**src/rtl/sc_dmem_arbiter_if.sv**
```systemverilog
// rtl/sc_dmem_arbiter_if.sv - request/ack and memory-port bundle for the data memory arbiter
interface sc_dmem_arbiter_if #(
    parameter int AW = 32,
    parameter int DW = 32
);
    logic          req0;
    logic          req1;
    logic          we0;
    logic          we1;
    logic [AW-1:0] addr0;
    logic [AW-1:0] addr1;
    logic [DW-1:0] wdata0;
    logic [DW-1:0] wdata1;
    logic          lock0;
    logic          lock1;
    logic          ack0;
    logic          ack1;
    logic [DW-1:0] rdata0;
    logic [DW-1:0] rdata1;
    logic          mem_en;
    logic          mem_we;
    logic [AW-1:0] mem_addr;
    logic [DW-1:0] mem_wdata;
    logic [DW-1:0] mem_rdata;
    logic          busy;
    logic          owner;

    // requesters and the memory device
    modport master (
        output req0, req1, we0, we1, addr0, addr1, wdata0, wdata1, lock0, lock1, mem_rdata,
        input  ack0, ack1, rdata0, rdata1, mem_en, mem_we, mem_addr, mem_wdata, busy, owner
    );

    // the arbiter
    modport slave (
        input  req0, req1, we0, we1, addr0, addr1, wdata0, wdata1, lock0, lock1, mem_rdata,
        output ack0, ack1, rdata0, rdata1, mem_en, mem_we, mem_addr, mem_wdata, busy, owner
    );
endinterface

```
**src/rtl/sc_dmem_arbiter.sv**
```systemverilog
// rtl/sc_dmem_arbiter.sv - two-port round-robin data memory arbiter; ownership lock enabled by SC_DMEM_ARB_LOCK_EN
module sc_dmem_arbiter #(
    parameter int AW       = 32,
    parameter int DW       = 32,
    parameter int MEM_LAT  = 1,
    parameter int LOCK_MAX = 16
) (
    input  logic             clock,
    input  logic             resetn,
    sc_dmem_arbiter_if.slave bus
);
    typedef enum logic [1:0] {
        IDLE  = 2'd0,
        ISSUE = 2'd1,
        WAIT  = 2'd2,
        DONE  = 2'd3
    } state_t;

    localparam logic [2:0] LAT = 3'(MEM_LAT);

    state_t        state;
    state_t        state_nxt;
    logic          sel;
    logic          we_l;
    logic          prio;
    logic [AW-1:0] addr_l;
    logic [DW-1:0] wdata_l;
    logic [2:0]    cnt;
    logic [DW-1:0] rdata0_q;
    logic [DW-1:0] rdata1_q;
    logic          elig0;
    logic          elig1;
    logic          grant_any;
    logic          grant_sel;

`ifdef SC_DMEM_ARB_LOCK_EN
    localparam logic [7:0] LMAX = 8'(LOCK_MAX);

    logic          locked;
    logic [7:0]    lock_cnt;
    logic          lock_sel;

    assign lock_sel = sel ? bus.lock1 : bus.lock0;
`else
    logic          unused_lock;

    assign unused_lock = bus.lock0 ^ bus.lock1;
`endif

    // eligibility and winner selection for the IDLE cycle
    always_comb begin
        elig0 = bus.req0;
        elig1 = bus.req1;
`ifdef SC_DMEM_ARB_LOCK_EN
        // while locked only the owning master may be granted
        if (locked) begin
            elig0 = bus.req0 && !sel;
            elig1 = bus.req1 && sel;
        end
`endif
        grant_any = elig0 | elig1;
        grant_sel = (elig0 && elig1) ? prio : elig1;
    end

    // state register
    always_ff @(posedge clock or negedge resetn) begin
        if (!resetn) begin
            state <= IDLE;
        end else begin
            state <= state_nxt;
        end
    end

    // next-state decode
    always_comb begin
        state_nxt = state;
        case (state)
            IDLE:    if (grant_any) state_nxt = ISSUE;
            ISSUE:   state_nxt = we_l ? DONE : WAIT;
            WAIT:    if (cnt == 3'd1) state_nxt = DONE;
            DONE:    state_nxt = IDLE;
            default: state_nxt = IDLE;
        endcase
    end

    // transaction latches, priority pointer, read-data capture and lock tracking
    always_ff @(posedge clock or negedge resetn) begin
        if (!resetn) begin
            sel      <= 1'b0;
            we_l     <= 1'b0;
            prio     <= 1'b0;
            addr_l   <= '0;
            wdata_l  <= '0;
            cnt      <= '0;
            rdata0_q <= '0;
            rdata1_q <= '0;
`ifdef SC_DMEM_ARB_LOCK_EN
            locked   <= 1'b0;
            lock_cnt <= '0;
`endif
        end else begin
            case (state)
                IDLE: begin
                    if (grant_any) begin
                        sel  <= grant_sel;
                        prio <= ~grant_sel;
                        if (grant_sel) begin
                            we_l    <= bus.we1;
                            addr_l  <= bus.addr1;
                            wdata_l <= bus.wdata1;
                        end else begin
                            we_l    <= bus.we0;
                            addr_l  <= bus.addr0;
                            wdata_l <= bus.wdata0;
                        end
                    end
                end
                ISSUE: begin
                    cnt <= LAT;
                end
                WAIT: begin
                    cnt <= cnt - 3'd1;
                    // the memory presents read data on the last wait cycle
                    if (cnt == 3'd1) begin
                        if (sel) begin
                            rdata1_q <= bus.mem_rdata;
                        end else begin
                            rdata0_q <= bus.mem_rdata;
                        end
                    end
                end
                DONE: begin
`ifdef SC_DMEM_ARB_LOCK_EN
                    // keep ownership only while requested and under the run limit
                    if (lock_sel && ((lock_cnt + 8'd1) < LMAX)) begin
                        locked   <= 1'b1;
                        lock_cnt <= lock_cnt + 8'd1;
                    end else begin
                        locked   <= 1'b0;
                        lock_cnt <= '0;
                        prio     <= ~sel;
                    end
`endif
                end
                default: ;
            endcase
        end
    end

    // outputs decoded from state and latches
    always_comb begin
        bus.mem_en    = (state == ISSUE);
        bus.mem_we    = (state == ISSUE) && we_l;
        bus.mem_addr  = addr_l;
        bus.mem_wdata = wdata_l;
        bus.ack0      = (state == DONE) && !sel;
        bus.ack1      = (state == DONE) && sel;
        bus.rdata0    = rdata0_q;
        bus.rdata1    = rdata1_q;
        bus.busy      = (state != IDLE);
        bus.owner     = sel;
    end
endmodule

```
**src/flat_wrapper.sv**
```systemverilog
// flat-port wrapper written by rule: the top's interface ports become plain ports
module sc_dmem_arbiter_flat 
#(
    parameter int AW       = 32,
    parameter int DW       = 32,
    parameter int MEM_LAT  = 1,
    parameter int LOCK_MAX = 16
)
  (clock, resetn, bus_req0, bus_req1, bus_we0, bus_we1, bus_addr0, bus_addr1, bus_wdata0, bus_wdata1, bus_lock0, bus_lock1, bus_mem_rdata, bus_ack0, bus_ack1, bus_rdata0, bus_rdata1, bus_mem_en, bus_mem_we, bus_mem_addr, bus_mem_wdata, bus_busy, bus_owner);
  sc_dmem_arbiter_if #(.AW(AW), .DW(DW)) bus_i ();
  input  logic clock;
  input  logic resetn;
  input wire logic [$bits(bus_i.req0)-1:0] bus_req0;
  input wire logic [$bits(bus_i.req1)-1:0] bus_req1;
  input wire logic [$bits(bus_i.we0)-1:0] bus_we0;
  input wire logic [$bits(bus_i.we1)-1:0] bus_we1;
  input wire logic [$bits(bus_i.addr0)-1:0] bus_addr0;
  input wire logic [$bits(bus_i.addr1)-1:0] bus_addr1;
  input wire logic [$bits(bus_i.wdata0)-1:0] bus_wdata0;
  input wire logic [$bits(bus_i.wdata1)-1:0] bus_wdata1;
  input wire logic [$bits(bus_i.lock0)-1:0] bus_lock0;
  input wire logic [$bits(bus_i.lock1)-1:0] bus_lock1;
  input wire logic [$bits(bus_i.mem_rdata)-1:0] bus_mem_rdata;
  output wire logic [$bits(bus_i.ack0)-1:0] bus_ack0;
  output wire logic [$bits(bus_i.ack1)-1:0] bus_ack1;
  output wire logic [$bits(bus_i.rdata0)-1:0] bus_rdata0;
  output wire logic [$bits(bus_i.rdata1)-1:0] bus_rdata1;
  output wire logic [$bits(bus_i.mem_en)-1:0] bus_mem_en;
  output wire logic [$bits(bus_i.mem_we)-1:0] bus_mem_we;
  output wire logic [$bits(bus_i.mem_addr)-1:0] bus_mem_addr;
  output wire logic [$bits(bus_i.mem_wdata)-1:0] bus_mem_wdata;
  output wire logic [$bits(bus_i.busy)-1:0] bus_busy;
  output wire logic [$bits(bus_i.owner)-1:0] bus_owner;
  assign bus_i.req0 = bus_req0;
  assign bus_i.req1 = bus_req1;
  assign bus_i.we0 = bus_we0;
  assign bus_i.we1 = bus_we1;
  assign bus_i.addr0 = bus_addr0;
  assign bus_i.addr1 = bus_addr1;
  assign bus_i.wdata0 = bus_wdata0;
  assign bus_i.wdata1 = bus_wdata1;
  assign bus_i.lock0 = bus_lock0;
  assign bus_i.lock1 = bus_lock1;
  assign bus_i.mem_rdata = bus_mem_rdata;
  assign bus_ack0 = bus_i.ack0;
  assign bus_ack1 = bus_i.ack1;
  assign bus_rdata0 = bus_i.rdata0;
  assign bus_rdata1 = bus_i.rdata1;
  assign bus_mem_en = bus_i.mem_en;
  assign bus_mem_we = bus_i.mem_we;
  assign bus_mem_addr = bus_i.mem_addr;
  assign bus_mem_wdata = bus_i.mem_wdata;
  assign bus_busy = bus_i.busy;
  assign bus_owner = bus_i.owner;
  sc_dmem_arbiter #(.AW(AW), .DW(DW), .MEM_LAT(MEM_LAT), .LOCK_MAX(LOCK_MAX)) u_core (.clock(clock), .resetn(resetn), .bus(bus_i));
endmodule
```
**config.mk**
```make
export PLATFORM = sky130hd
export DESIGN_NAME = sc_dmem_arbiter_flat
export DESIGN_NICKNAME = d
export VERILOG_FILES = /design/src/rtl/sc_dmem_arbiter_if.sv /design/src/rtl/sc_dmem_arbiter.sv /design/src/flat_wrapper.sv
export SDC_FILE = /design/constraint.sdc
export NUM_CORES = 1
export LEC_CHECK = 0
export CORE_UTILIZATION = 33
export DETAILED_ROUTE_END_ITERATION = 10
export PLACE_DENSITY = 0.81
export SYNTH_ARGS = -nofsm -noshare
export SYNTH_HDL_FRONTEND = slang
export SYNTH_SLANG_ARGS = --single-unit
```
**constraint.sdc**
```tcl
create_clock -name clock -period 3.2 [get_ports clock]
set_input_delay 0.48 -clock clock [delete_from_list [all_inputs] [get_ports clock]]
set_output_delay 0.48 -clock clock [all_outputs]
set_load 0.1 [all_outputs]
```
-- Word level (Yosys, flattened, before mapping)
Cells that the tools add are included.
- add/sub/neg operators: 1
- equal/unequal tests: 6
- muxes and demuxes: 9
- bitwise logic cells: 3
- reduce and logical (&&, ||, !) cells: 12
- operator list (cell ; count):
    $mux W32 ; 2
    $pmux W2 S4 ; 1
    $pmux W3 S2 ; 1
    $reduce_and A3 Y1 ; 2
    $eq A2 B2 Y1 const B ; 2
    $logic_and A1 B1 Y1 ; 4
    $mux W2 ; 2
    $ne A2 B1 Y1 const B ; 2
    $reduce_and A2 Y1 ; 2
    $reduce_bool A2 Y1 ; 2
    $eq A3 B1 Y1 const B ; 1
    $mux W1 ; 3
    $sub A3 B1 Y3 const B ; 1
    $eq A2 B1 Y1 const B ; 1
    $logic_not A2 Y1 ; 1
    $not A1 Y1 ; 2
    $logic_not A1 Y1 ; 1
    $or A1 B1 Y1 ; 1
- register bits: 136
- bits of input ports: 168
- output and inout port bits: 134
- logic and storage cells: 40

-- Depth between registers and ports, before layout
Gate-level depths: netlist of the first run.
- word-level depth: 3
- depth in mapped cells: 7
- depth with buffers taken out: 5

-- Worst setup path after synthesis of the first run
OpenSTA, ideal clock, no wires.
- kind: register -> output
- start: register u_core.sel, in the netlist u_core.bus.owner
- end: output bus_ack0
- data arrival time: 2.295 ns
- setup slack: 0.425 ns
- cell stages (with the launch flop): 2
- cells stage by stage: dfrtp_1 nor2b_1
- cells in the longest elaborated chain, start to end: 2
- ends and longest elaborated chain (element ; RTL line ; source):
    start, declared ; sc_dmem_arbiter.sv:23 ; logic sel;
    start signal, assigned ; sc_dmem_arbiter.sv:105 ; sel <= grant_sel;
    $logic_not A1 Y1 ; sc_dmem_arbiter.sv:156 ; bus.ack0 = (state == DONE) && !sel;
    $logic_and A1 B1 Y1 ; sc_dmem_arbiter.sv:156 ;
    end, declared ; flat_wrapper.sv:24 ; output wire logic [$bits(bus_i.ack0)-1:0] bus_ack0;
No other way between the ends.

-- Final worst setup path of the first run
- start: register u_core.state[0]
- end: register u_core.rdata1_q[30], in the netlist u_core.bus.rdata1[30]
- cells in the longest elaborated chain, start to end: 2
- ends and longest elaborated chain (element ; RTL line ; source):
    start, declared ; sc_dmem_arbiter.sv:21 ; state_t state;
    start signal, assigned ; sc_dmem_arbiter.sv:70 ; state <= state_nxt;
    $eq A2 B2 Y1 ; sc_dmem_arbiter.sv:102 ; case (state)
    $reduce_and A3 Y1 (no source line) ; n/a ;
    end signal, assigned ; sc_dmem_arbiter.sv:126 ; rdata1_q <= bus.mem_rdata;
    end, declared ; sc_dmem_arbiter.sv:30 ; logic [DW-1:0] rdata1_q;
No other way between the ends.
A chain may end at the register's enable or synchronous reset.

==> impl_metrics.prom, run 1 <==
# TYPE chip_impl_metric gauge
chip_impl_metric{name="worst_skew_pair.late_latency",unit="ps"} 410
chip_impl_metric{name="grt_remaining_overflow",unit=""} 0
chip_impl_metric{name="grt_antenna_before_repair",unit=""} 0
chip_impl_info{name="tritoncts",value="yes"} 1
chip_impl_metric{name="required",unit="ps"} 3480
chip_impl_metric{name="finalNonFillerCells",unit=""} 929
chip_impl_metric{name="hold_violations",unit=""} 0
chip_impl_metric{name="place_congestion",unit=""} 0.7933
chip_impl_metric{name="worst_slew_pin_slew",unit="ps"} 1156
chip_impl_metric{name="pin_count_of_the_biggest_net_entering_global_routing",unit=""} 67
chip_impl_info{name="worstReg2RegEnd",value="u_core.bus.rdata1[30]"} 1
chip_impl_metric{name="drive_gt1_frac",unit=""} 0.2370
chip_impl_metric{name="drv_slew",unit=""} 0
chip_impl_metric{name="reg2reg_depth",unit=""} 4
chip_impl_metric{name="regToRegSetupSlack",unit="ps"} 670
chip_impl_metric{name="route.vias.total",unit=""} 4703
chip_impl_metric{name="drv_cap",unit=""} 0
chip_impl_metric{name="synthesis.yosys.warnings",unit=""} 0
chip_impl_info{name="cp-start-kind",value="flip-flop"} 1
chip_impl_info{name="synth.most_common_cell",value="dfrtp_1"} 1
chip_impl_metric{name="critPathArrivalTime",unit="ps"} 2810
chip_impl_metric{name="synth_largest_type_area_fraction",unit=""} 0.5966
chip_impl_metric{name="area_used_by_multi_input_combinational_logic",unit="sq mm"} 0.002103
chip_impl_metric{name="vias_per_cell",unit=""} 5.062
chip_impl_metric{name="detailedPlace.worstSlack",unit="ps"} 659.9
chip_impl_metric{name="post_cts_resize_count",unit=""} 0
chip_impl_metric{name="ys_seq_elements",unit=""} 136
chip_impl_metric{name="core_area",unit="sq mm"} 0.01670
chip_impl_metric{name="fin_util",unit=""} 0.5545
chip_impl_info{name="synth_top_flop_cell",value="dfrtp_1"} 1
chip_impl_info{name="setup.worst_path.class",value="reg2reg"} 1
chip_impl_metric{name="die_w",unit="um"} 133.5
chip_impl_metric{name="finalSetupTns",unit="ps"} 0
chip_impl_metric{name="via_count_of_the_first_global_routing_pass",unit=""} 5105
chip_impl_metric{name="detail_route.wl_per_cell",unit="um"} 17.60
chip_impl_metric{name="design.final.nets",unit=""} 872
chip_impl_metric{name="dp.cells",unit=""} 897
chip_impl_metric{name="register_area",unit="sq mm"} 0.003403
chip_impl_metric{name="fp.dieArea",unit="sq mm"} 0.01782
chip_impl_metric{name="peak_per_stage_delay_on_the_critical_path",unit="ps"} 910
chip_impl_metric{name="yosysUniqueCellTypes",unit=""} 30
chip_impl_metric{name="cp_num_buf_inv",unit=""} 1
chip_impl_metric{name="synth_area",unit="sq mm"} 0.005704
chip_impl_metric{name="floorplan.initialDensity",unit=""} 0.3415
chip_impl_metric{name="cts_buffers",unit=""} 17
chip_impl_info{name="cts-root-buf",value="clkbuf_16"} 1
chip_impl_metric{name="critical_path.max_fanout",unit=""} 32
chip_impl_info{name="synthDominantAreaCellType",value="dfrtp_1"} 1
chip_impl_info{name="synth_area_leaders",value="dfrtp_1 (60%), mux2_2 (13%), a221o_1 (11%)"} 1
chip_impl_metric{name="antenna_violating_nets_remaining",unit=""} 0
chip_impl_metric{name="setup_viol_count_final",unit=""} 0
chip_impl_metric{name="pin_count",unit=""} 302
chip_impl_metric{name="cts-root-to-sink-buffers",unit=""} 2
chip_impl_metric{name="postCtsHoldBufs",unit=""} 0
chip_impl_metric{name="rows",unit=""} 47
chip_impl_metric{name="hpwl",unit="mm"} 11.86
chip_impl_metric{name="number_of_instances_in_the_synthesized_netlist",unit=""} 406
chip_impl_metric{name="synthesis.area_per_instance",unit="sq um"} 14.05
chip_impl_metric{name="synth-edff-count",unit=""} 0
chip_impl_info{name="timing.critical_path.to_type",value="flip-flop"} 1
chip_impl_info{name="rsz0062_at_grt",value="false"} 1
chip_impl_metric{name="cts.htree.levels",unit=""} 4
chip_impl_metric{name="fin_skew",unit="ps"} 11.13
chip_impl_info{name="worstHoldPathType",value="in2async"} 1
chip_impl_info{name="run_status",value="finished, final reports clean"} 1
chip_impl_metric{name="cts.clk_slew.worst_paths",unit="ps"} 50
chip_impl_metric{name="post-route-worst-setup-slack",unit="ps"} 674.5
chip_impl_metric{name="proportion_of_synthesized_chip_area_in_sequential_cells",unit=""} 0.5966
chip_impl_metric{name="die_height",unit="um"} 133.5
chip_impl_metric{name="numClockSinks",unit=""} 136
chip_impl_metric{name="dr.first_iter.drc_count",unit=""} 188
chip_impl_info{name="crit_path_cell_trace",value="inv_1 -> ha_1 -> nand4b_2 -> mux2_2"} 1
chip_impl_info{name="post_synth_most_frequent_cells",value="dfrtp_1 (136), and3_1 (66), a221o_1 (65), mux2_2 (64)"} 1
chip_impl_info{name="r2r-start",value="u_core.state[0]"} 1
chip_impl_metric{name="finalWorstPathRequiredPeriod",unit="ps"} 2525
chip_impl_metric{name="maxClockFrequency",unit="MHz"} 396.0
chip_impl_info{name="critical-path-slowest-cell",value="nand4b_2"} 1
chip_impl_metric{name="wirelength",unit="mm"} 16.35
chip_impl_metric{name="track_usage",unit=""} 0.1892
chip_impl_metric{name="final.period_utilization",unit=""} 0.7892
chip_impl_metric{name="synth-async-reset-ratio",unit=""} 1.000
chip_impl_metric{name="slew_headroom",unit=""} 0.2265
chip_impl_metric{name="port_buffers",unit=""} 299
chip_impl_metric{name="antenna_cells",unit=""} 0
chip_impl_metric{name="wire_length_of_the_first_global_routing_pass",unit="mm"} 26.10
chip_impl_metric{name="post-route-drc-count",unit=""} 0
chip_impl_metric{name="area.growth.synth_to_final",unit="%"} 62.36
chip_impl_metric{name="drt_pre_antenna_iters",unit=""} 4
chip_impl_metric{name="mappedNetlistNets",unit=""} 582
chip_impl_metric{name="fill_cells",unit=""} 1372
chip_impl_metric{name="post-cts-setup-buffer-count",unit=""} 0
chip_impl_info{name="critical_path.top_delay_family",value="simple AND/OR/NAND/NOR gates"} 1
## layer usage
| layer | track usage | wire length, um | up-vias |
|---|---|---|---|
| met4 | 0.06250 | 253 | 0 |
| met3 | 0.06469 | 1252 | 18 |
| met2 | 0.3328 | 8366 | 247 |
| li1 | - | - | 2139 |
| met5 | 0 | 0 | - |
| met1 | 0.2137 | 6480 | 2299 |
## cell usage in the layout, fill, tap and decap left out, drive strengths merged
master | Yosys | layout
buf | 17 | 67
mux2i | 2 | 2
clkdlybuf4s50 | 0 | 238
nand2b | 1 | 1
and2 | 3 | 3
a22o | 2 | 2
a2bb2oi | 1 | 1
o21ai | 2 | 2
and3 | 66 | 66
nor3 | 1 | 1
clkinv | 0 | 5
a22oi | 1 | 1
nor2b | 1 | 1
inv | 7 | 10
nand3b | 1 | 1
a21oi | 2 | 2
clkbuf | 17 | 19
nand4b | 1 | 1
mux2 | 64 | 64
ha | 8 | 8
nor2 | 2 | 2
a221oi | 1 | 1
a21o | 1 | 1
clkinvlp | 0 | 5
nand2 | 3 | 3
dfrtp | 136 | 136
a221o | 65 | 65
nor3b | 1 | 1
## final cells by class
type                       count  area share
timing repair buffer         305      0.3146
sequential                   136      0.3675
clock inverter                13     0.01040
clock buffer                  19     0.04782
tap                          220     0.02972
inverter                       7    0.002837
multi-input combinational    229      0.2271
## cells by family after synthesis
logic type      share of synthesized area
buf+inv                           0.03860
compound gates                     0.1263
simple gates                      0.09103
mux                                0.1299
flops                              0.5966
fa+ha+maj                         0.01755
## worst max-delay path by stage
stage | startpoint | end | slack [ps] | cells past startpoint
6_report | u_core.state[0] | u_core.bus.rdata1[30] | 670 | 4
3_5_place_dp | u_core.state[0] | u_core.bus.rdata1[30] | 660 | 4
2_1_floorplan | u_core.bus.owner | bus_ack0 | 430 | 1
5_1_grt | u_core.state[0] | u_core.bus.rdata1[9] | 460 | 4
3_3_place_gp | u_core.state[0] | u_core.bus.rdata1[4] | 780 | 4
4_1_cts | u_core.state[0] | u_core.bus.rdata1[30] | 650 | 4
## state kept, by name, indices dropped and copies added (netlist names)
name / cells
u_core.prio: 1
u_core.we_l: 1
u_core.bus.mem_addr: 32
u_core.bus.owner: 1
u_core.bus.rdata0: 32
u_core.cnt: 3
u_core.bus.rdata1: 32
u_core.state: 2
u_core.bus.mem_wdata: 32
## per-stage QoR
stage	area [sq um]	hold WS, ps
after floorplan	5704	184.4
after global placement	8722	463.4
after detailed placement	8722	466.0
after CTS	9261	23.87
after global routing	9261	44.64
final	9261	26.75
Power of run 1 is left out: the tool's default activity adds up to more than one toggle a clock period on the data nets, which glitch-free logic cannot reach.
==> run 2: changes to the inputs <==
Settings changed: PLACE_DENSITY 0.81 to 0.84.
Clock period 3.2 ns to 2.1 ns, I/O delays scaled along.
==> run 2 against run 1 <==
Compared with the run above: clock skew decreased by 3.3 ps; final cell count increased by 0.86%; setup slack worse by 560 ps; die area is the same; hold slack gained 410 ps; routed wire length rose by 1.6%; register-to-register slack lost 490 ps; cell area rose by 0.62%; utilization rose by 0.34 points; first-iteration DRC count increased by 37%; global-route usage up 0.30 points; sequential cell count did not move; highest routed layer unchanged.
==> impl_metrics.prom, run 2 (same netlist as run 1, synthesis figures left out) <==
# TYPE chip_impl_metric gauge
chip_impl_metric{name="required",unit="ps"} 1780
chip_impl_info{name="most-common-layout-cells",value="clkdlybuf4s50_1 (164), dfrtp_1 (136), buf_4 (135)"} 1
chip_impl_metric{name="drt_pre_antenna_iters",unit=""} 6
chip_impl_info{name="worstReg2RegEnd",value="u_core.bus.mem_wdata[21]"} 1
chip_impl_metric{name="core_area",unit="sq mm"} 0.01670
chip_impl_metric{name="final.period_utilization",unit=""} 0.9441
chip_impl_metric{name="grt_antenna_before_repair",unit=""} 0
chip_impl_metric{name="area.growth.synth_to_final",unit="%"} 63.37
chip_impl_metric{name="area_used_by_multi_input_combinational_logic",unit="sq mm"} 0.002111
chip_impl_metric{name="hold_violations",unit=""} 0
chip_impl_metric{name="fp.dieArea",unit="sq mm"} 0.01782
chip_impl_metric{name="antenna_cells",unit=""} 0
chip_impl_metric{name="route.vias.total",unit=""} 4754
chip_impl_metric{name="die_w",unit="um"} 133.5
chip_impl_metric{name="grt_remaining_overflow",unit=""} 0
chip_impl_metric{name="setup_viol_count_final",unit=""} 0
chip_impl_metric{name="peak_per_stage_delay_on_the_critical_path",unit="ps"} 410
chip_impl_metric{name="antenna_violating_nets_remaining",unit=""} 0
chip_impl_metric{name="pin_count",unit=""} 302
chip_impl_metric{name="register_area",unit="sq mm"} 0.003403
chip_impl_metric{name="finalWorstPathRequiredPeriod",unit="ps"} 1983
chip_impl_metric{name="critPathArrivalTime",unit="ps"} 1670
chip_impl_metric{name="fill_cells",unit=""} 1392
chip_impl_metric{name="floorplan.initialDensity",unit=""} 0.3415
chip_impl_metric{name="slew_headroom",unit=""} 0.6880
chip_impl_info{name="worstSetupEndpoint",value="bus_busy"} 1
chip_impl_metric{name="place_congestion",unit=""} 0.7503
chip_impl_info{name="run_status",value="finished, final reports clean"} 1
chip_impl_info{name="worstHoldPathType",value="in2async"} 1
chip_impl_metric{name="maxClockFrequency",unit="MHz"} 504.4
chip_impl_metric{name="cts_buffers",unit=""} 17
chip_impl_metric{name="design.final.nets",unit=""} 880
chip_impl_metric{name="rows",unit=""} 47
chip_impl_metric{name="detail_route.wl_per_cell",unit="um"} 17.73
chip_impl_info{name="critical-path-slowest-cell",value="dfrtp_1"} 1
chip_impl_metric{name="fin_util",unit=""} 0.5580
chip_impl_metric{name="worst_slew_pin_slew",unit="ps"} 467.9
chip_impl_info{name="crit_path_cell_trace",value="inv_1 -> ha_1 -> inv_1 -> buf_12"} 1
chip_impl_metric{name="drive_gt1_frac",unit=""} 0.3543
chip_impl_metric{name="critical_path.max_fanout",unit=""} 6
chip_impl_metric{name="die_height",unit="um"} 133.5
chip_impl_metric{name="cts.htree.levels",unit=""} 4
chip_impl_info{name="setup.worst_path.class",value="reg2out"} 1
chip_impl_metric{name="dr.first_iter.drc_count",unit=""} 258
chip_impl_metric{name="hpwl",unit="mm"} 11.90
chip_impl_metric{name="numClockSinks",unit=""} 136
chip_impl_metric{name="drv_cap",unit=""} 0
chip_impl_metric{name="finalSetupTns",unit="ps"} 0
chip_impl_info{name="timing.critical_path.to_type",value="output port"} 1
chip_impl_metric{name="via_count_of_the_first_global_routing_pass",unit=""} 4918
chip_impl_metric{name="wire_length_of_the_first_global_routing_pass",unit="mm"} 26.41
chip_impl_metric{name="pin_count_of_the_biggest_net_entering_global_routing",unit=""} 55
chip_impl_metric{name="cts.clk_slew.worst_paths",unit="ps"} 60
chip_impl_metric{name="wirelength",unit="mm"} 16.62
chip_impl_info{name="worstSetupStartpoint",value="u_core.state[0]"} 1
chip_impl_info{name="rsz0062_at_grt",value="false"} 1
chip_impl_info{name="cp-start-kind",value="flip-flop"} 1
chip_impl_info{name="tritoncts",value="yes"} 1
chip_impl_metric{name="regToRegSetupSlack",unit="ps"} 180
chip_impl_metric{name="fin_skew",unit="ps"} 7.800
chip_impl_metric{name="reg2reg_depth",unit=""} 6
chip_impl_info{name="cts-root-buf",value="clkbuf_16"} 1
chip_impl_metric{name="drv_slew",unit=""} 0
chip_impl_info{name="r2r-start",value="u_core.state[0]"} 1
chip_impl_metric{name="post_cts_resize_count",unit=""} 0
chip_impl_metric{name="track_usage",unit=""} 0.1922
chip_impl_metric{name="worst_skew_pair.late_latency",unit="ps"} 410
chip_impl_metric{name="vias_per_cell",unit=""} 5.074
chip_impl_info{name="worst_path_most_repeated_cell",value="inv_1"} 1
chip_impl_info{name="layout_commonest_cell",value="clkdlybuf4s50_1"} 1
chip_impl_metric{name="port_buffers",unit=""} 299
chip_impl_metric{name="post-route-drc-count",unit=""} 0
chip_impl_metric{name="cts-root-to-sink-buffers",unit=""} 2
-- run 2: worst max-delay path: cells and delay by family (launching register included) --
kind       cells  cell delay, ps
fa+ha+maj      1             360
buf+inv        3             480
flops          1             410
-- run 2: final cells by class --
cell class	instances	area share
clock buffers	18	0.04713
clock inverters	14	0.01584
inverters	7	0.002820
multi-input cells	229	0.2265
flip-flops and latches	136	0.3652
well taps	220	0.02954
repair buffers	313	0.3130
-- run 2: layer usage --
layer	track usage	up-vias	part of all wire
met5	0	-	0
met4	0.08333	0	0.026
met3	0.05632	36	0.074
met2	0.3171	241	0.50
met1	0.2332	2318	0.40
li1	-	2159	-
-- run 2: worst min-delay path by stage --
stage,slack (ps),to,cells past startpoint
5_1_grt,470,u_core.bus.rdata0[3],2
4_1_cts,410,u_core.bus.rdata0[3],2
3_5_place_dp,290,u_core.bus.rdata0[3],1
2_1_floorplan,20,u_core.bus.mem_addr[0],0
3_3_place_gp,290,u_core.bus.rdata0[9],1
6_report,430,u_core.bus.rdata0[3],2
-- run 2: per-stage QoR --
stage / setup WS [ps] / hold slack [ps] / instance area, sq um / std cells
2_1_floorplan: 12.92 / 19.41 / 5712 / 406
3_3_place_gp: 198.0 / 285.3 / 8722 / 904
3_5_place_dp: 140.2 / 290.6 / 8722 / 904
4_1_cts: 82.64 / 407.7 / 9319 / 937
5_1_grt: 0.3835 / 465.8 / 9319 / 937
6_report: 117.3 / 434.0 / 9319 / 937
-- run 2: what timing repair did --
action,in CTS,in global routing
hold endpoints to repair,46,0
setup buffers,0,0
hold buffers,1,0
Power of run 2 is left out for the same reason.
